--- src/rtl/gearbox_ctrl.sv ---
// gearbox_ctrl: N-speed transmission controller. Tracks the engaged gear from
// manual one-hot switches or, in automatic mode, from RPM up/down thresholds
// with a minimum dwell between automatic shifts. All outputs are registered.
module gearbox_ctrl #(
  parameter int unsigned           NUM_GEARS     = 4,
  parameter int unsigned           RPM_W         = 32,
  parameter int unsigned           RATIO_W       = 8,
  parameter logic [RPM_W-1:0]      UP_RPM        = 'h800000,
  parameter logic [RPM_W-1:0]      DOWN_RPM      = 'h100,
  parameter int unsigned           DWELL         = 16,
  parameter int unsigned           NEUTRAL_RATIO = 25
) (
  input  logic                 clk,
  input  logic                 reset,
  input  logic                 auto_en,
  input  logic [NUM_GEARS-1:0] gear_sel,
  input  logic [RPM_W-1:0]     rpm_val,
  input  logic                 rpm_valid,
  output logic [NUM_GEARS-1:0] gear,
  output logic [RATIO_W-1:0]   gear_ratio,
  output logic [1:0]           shift,
  output logic                 fault
);

  localparam int unsigned CntW = (DWELL > 0) ? $clog2(DWELL + 1) : 1;
  localparam logic [NUM_GEARS-1:0] FirstGear = {{(NUM_GEARS-1){1'b0}}, 1'b1};
  localparam logic [CntW-1:0] DwellLoad = CntW'(DWELL);

  typedef enum logic [1:0] {
    StNeutral,
    StManual,
    StAutoDwell,
    StAutoReady
  } state_e;

  state_e               state_q, state_d;
  logic [NUM_GEARS-1:0] gear_q, gear_d;
  logic [RATIO_W-1:0]   ratio_q, ratio_d;
  logic [1:0]           shift_q, shift_d;
  logic                 fault_q, fault_d;
  logic [CntW-1:0]      cnt_q, cnt_d;

  logic sel_zero;
  logic sel_onehot;

  assign sel_zero   = (gear_sel == '0);
  assign sel_onehot = !sel_zero && ((gear_sel & (gear_sel - 1'b1)) == '0);

  // State register; reset overrides every other input.
  always_ff @(posedge clk) begin
    if (reset) begin
      state_q <= StNeutral;
      gear_q  <= '0;
      ratio_q <= RATIO_W'(NEUTRAL_RATIO);
      shift_q <= 2'b00;
      fault_q <= 1'b0;
      cnt_q   <= '0;
    end else begin
      state_q <= state_d;
      gear_q  <= gear_d;
      ratio_q <= ratio_d;
      shift_q <= shift_d;
      fault_q <= fault_d;
      cnt_q   <= cnt_d;
    end
  end

  // Next-state logic: manual mode always takes priority over the auto FSM.
  always_comb begin
    state_d = state_q;
    gear_d  = gear_q;
    cnt_d   = cnt_q;
    shift_d = 2'b00;
    fault_d = 1'b0;

    if (!auto_en) begin
      cnt_d = '0;
      if (sel_onehot) begin
        gear_d  = gear_sel;
        state_d = StManual;
      end else begin
        gear_d  = '0;
        state_d = StNeutral;
        fault_d = !sel_zero;
      end
    end else begin
      unique case (state_q)
        StNeutral, StManual: begin
          // Auto entry keeps a manually engaged gear, otherwise starts in gear 1.
          if (gear_q == '0) gear_d = FirstGear;
          cnt_d   = DwellLoad;
          state_d = (DWELL == 0) ? StAutoReady : StAutoDwell;
        end
        StAutoDwell: begin
          if (cnt_q <= CntW'(1)) begin
            cnt_d   = '0;
            state_d = StAutoReady;
          end else begin
            cnt_d = cnt_q - 1'b1;
          end
        end
        StAutoReady: begin
          if (rpm_valid) begin
            if ((rpm_val >= UP_RPM) && !gear_q[NUM_GEARS-1]) begin
              gear_d  = gear_q << 1;
              shift_d = 2'b01;
              cnt_d   = DwellLoad;
              state_d = (DWELL == 0) ? StAutoReady : StAutoDwell;
            end else if ((rpm_val <= DOWN_RPM) && !gear_q[0]) begin
              gear_d  = gear_q >> 1;
              shift_d = 2'b10;
              cnt_d   = DwellLoad;
              state_d = (DWELL == 0) ? StAutoReady : StAutoDwell;
            end
          end
        end
        default: begin
          state_d = StNeutral;
          gear_d  = '0;
          cnt_d   = '0;
        end
      endcase
    end
  end

  // Ratio lookup from the next gear so the registered ratio tracks gear exactly.
  always_comb begin
    ratio_d = RATIO_W'(NEUTRAL_RATIO);
    for (int i = 0; i < int'(NUM_GEARS); i++) begin
      if (gear_d[i]) ratio_d = RATIO_W'(int'(NUM_GEARS) - i);
    end
  end

  assign gear       = gear_q;
  assign gear_ratio = ratio_q;
  assign shift      = shift_q;
  assign fault      = fault_q;

endmodule

--- config.mk ---
export PLATFORM = sky130hd
export DESIGN_NAME = gearbox_ctrl
export DESIGN_NICKNAME = d
export VERILOG_FILES = /design/src/rtl/gearbox_ctrl.sv
export SDC_FILE = /design/constraint.sdc
export NUM_CORES = 1
export LEC_CHECK = 0
export BUFFER_PORTS_ARGS = -buffer_cell sky130_fd_sc_hd__clkbuf_2
export CAP_MARGIN = 10
export CORE_ASPECT_RATIO = 0.5
export CORE_MARGIN = 1
export CORE_UTILIZATION = 39
export DETAILED_ROUTE_END_ITERATION = 7
export PLACE_DENSITY = 0.75
export SETUP_SLACK_MARGIN = 0.5
export SYNTH_ARGS = -nofsm -noshare
export SYNTH_HDL_FRONTEND = slang
export SYNTH_SLANG_ARGS = --single-unit
--- constraint.sdc ---
create_clock -name clk -period 2.93 [get_ports clk]
set_clock_uncertainty 0.2 [all_clocks]
set_input_delay 0.586 -clock clk [delete_from_list [all_inputs] [get_ports clk]]
set_output_delay 0.586 -clock clk [all_outputs]
set_load 0.02 [all_outputs]
==> out/qor.csv <==
metric,value,unit
gr ovfl total,0,
H-tree depth,1,
number of CTS-inserted buffers,3,
Detailed Routing Iterations Pass 1,5,
Worst setup EP type,flip-flop,
DRC errors left,0,
clk_lat worst skew,0.26,ns
global-route wire length before repair,4200,um
Post-Layout Cell Count,223,
I/O pins,55,
warning count from the yosys run,0,
#FFs+latches synth,18,
clk buf depth,2,
clock sink total,18,
vias per cell,5.28,
status,finished clean,
Final Instance Area,1470,sq um
setup violators final,0,
Layout Area Growth over Synthesis,30.3,%
f_max,413,MHz
Unique masters post-synth,42,
"critical path, cell by cell",clkbuf_2 > nor4_4 > nand3_2 > or4_4 > a221oi_4 > a31oi_4 > and4b_1,
Total Routing Usage GR,17.8,%
Max Cap Violations,0,
total placed cells including tap cells,216,
Tmin final,2.42,ns
Mapped Cells,134,
TritonCTS clock tree,built,
initial core utilization,42.2,%
Critical Path AT,2.38,ns
worst vdd ir,0.143,mV
DR vias,1177,
# diodes,0,
post-route core utilization,54.9,%
Stages on worst setup path,7,
CTS hold repair buffers,0,
"Top FF cell, synth",dfxtp_1,
gp weighted congestion,0.858,
Post-synth ARST share,0,%
hpwl dp,2140,um
"EDFF count, synth",0,
num rows,13,
PwrDens,397,nW/um^2
"Hold Vio Cnt, Final",0,
Mean Syn Cell Area,8.39,sq um
clk root buf,clkbuf_8,
Tightest Hold Check Type,reg2reg,
Core ar.,2670,sq um
vias in the first global route,942,
Die Y,40.0,um
fin nets,229,
Crit Path Category,in2reg,
Placed Instance Area,1370,sq um
share of cells above drive strength 1,39.2,%
mapped cell area,1120,sq um
crit-path max cell delay,0.61,ns
slowest CP cell,or4_4,
Pleak,0.625,nW
final slew viol count,0,
largest net degree at the start of global routing,15,
Post-Route Setup TNS,0,ns
RSZ-0062 raised after global routing,yes,
final WL,2680,um
FF-to-FF path depth,6,
Hold Crit Depth,1,
period utilization,82.6,%
crit-path leading delay family,simple AND/OR/NAND/NOR gates,
WL/cell,12.0,um
initial antenna violation count,0,
Starting DRT DRC Count,132,
startpoint types,primary input,
"Req. time, crit path",2.89,ns
"commonest non-fill, non-tap cells in the layout","clkbuf_2 (51), nor2_1 (20), dfxtp_1 (16)",
Final ANT Viol Nets,0,
port buffer count,51,
width of the die,78.0,um
"Seq/Total Area, Yosys",32.0,%
"Reg clk slew, reported paths",0.07,ns
"commonest non-fill, non-tap cell in the layout",clkbuf_2,
CP max FO,5,
WP buf/inv,1,
Die ar.,3120,sq um
## Yosys cell counts (2+ instances only)
master | count | area, sq um
a211oi_1 | 4 | 30.0
a21boi_0 | 2 | 15.0
a21oi_1 | 5 | 25.0
a31o_2 | 4 | 35.0
a31oi_1 | 3 | 18.8
a41oi_1 | 3 | 26.3
buf_4 | 7 | 52.6
dfxtp_1 | 18 | 360
ha_1 | 2 | 25.0
inv_1 | 6 | 22.5
nand2_1 | 3 | 11.3
nand2b_1 | 3 | 18.8
nand3_1 | 5 | 25.0
nor2_1 | 20 | 75.1
nor3_1 | 6 | 30.0
nor4_1 | 7 | 43.8
o21a_1 | 3 | 22.5
o21ai_0 | 8 | 40.0
o41ai_1 | 2 | 17.5
## through the flow
step                      hold WS (ns)  setup slack [ns]  power, mW
after floorplan                  0.286             0.501      0.340
after global placement           0.304             0.339      0.378
after detailed placement         0.309             0.269      0.380
after CTS                        0.323             0.551      0.584
after global routing             0.353             0.442      0.612
final                            0.325             0.510      0.581
## layer usage
layer / track usage (%) / share of wire, % / vias up / wire [um]
li1: - / - / 609 / -
met1: 23.0 / 49 / 537 / 1320
met2: 31.2 / 46 / 29 / 1220
met3: 5.23 / 4.6 / 2 / 122
met4: 2.78 / 0.49 / 0 / 13
met5: 0 / 0 / - / 0
## logic make-up (layout without fill, tap and decap cells)
kind of cell	Yosys count	after routing	share of synthesized area [%]
other	1	3	0.333
DFF	18	18	32.0
AOI/OAI and AO/OA	41	41	27.5
adders and majority gates	3	3	3.11
xor gates and xnor gates	2	2	1.56
and+or+nand+nor	54	54	26.8
buffers and inverters	15	65	8.68
## worst paths after layout
kind	slack (ns)	startpoint	end
min reg2reg	0.33	cnt_q[4]	cnt_q[4]
max	0.51	rpm_val[26]	gear_ratio[2]
max reg2reg	0.64	state_q[0]	gear_ratio[2]
min	0.33	cnt_q[4]	cnt_q[4]
## final cells by class
| cell class | instances | area, sq um |
|---|---|---|
| Fill cell | 243 | 1200 |
| Multi-Input combinational cell | 103 | 693 |
| Sequential cell | 18 | 363 |
| Timing Repair Buffer | 55 | 285 |
| Clock buffer | 4 | 55.1 |
| Tap cell | 37 | 46.3 |
| Inverter | 6 | 22.5 |
## power by group
part           total [mW]  leakage (nW)  internal, mW  switching [mW]
Combinational       0.112         0.449        0.0485          0.0635
Sequential          0.266         0.148         0.255          0.0104
Clock               0.204        0.0288         0.120          0.0843
Total               0.581         0.625         0.423           0.158
## sequential cells by signal, indices dropped and copies added (netlist names)
signal	cells
shift	2
state_q	2
gear_ratio	4
gear	4
cnt_q	5
fault	1
## timing repair
action / 4_1_cts / 5_1_grt
setup buffers: 0 / 3
pin swaps: 0 / 4
endpoints found under the setup margin: 2 / 4
resized for setup: 2 / 4
Note: power is estimated with default switching activity, not from simulation.
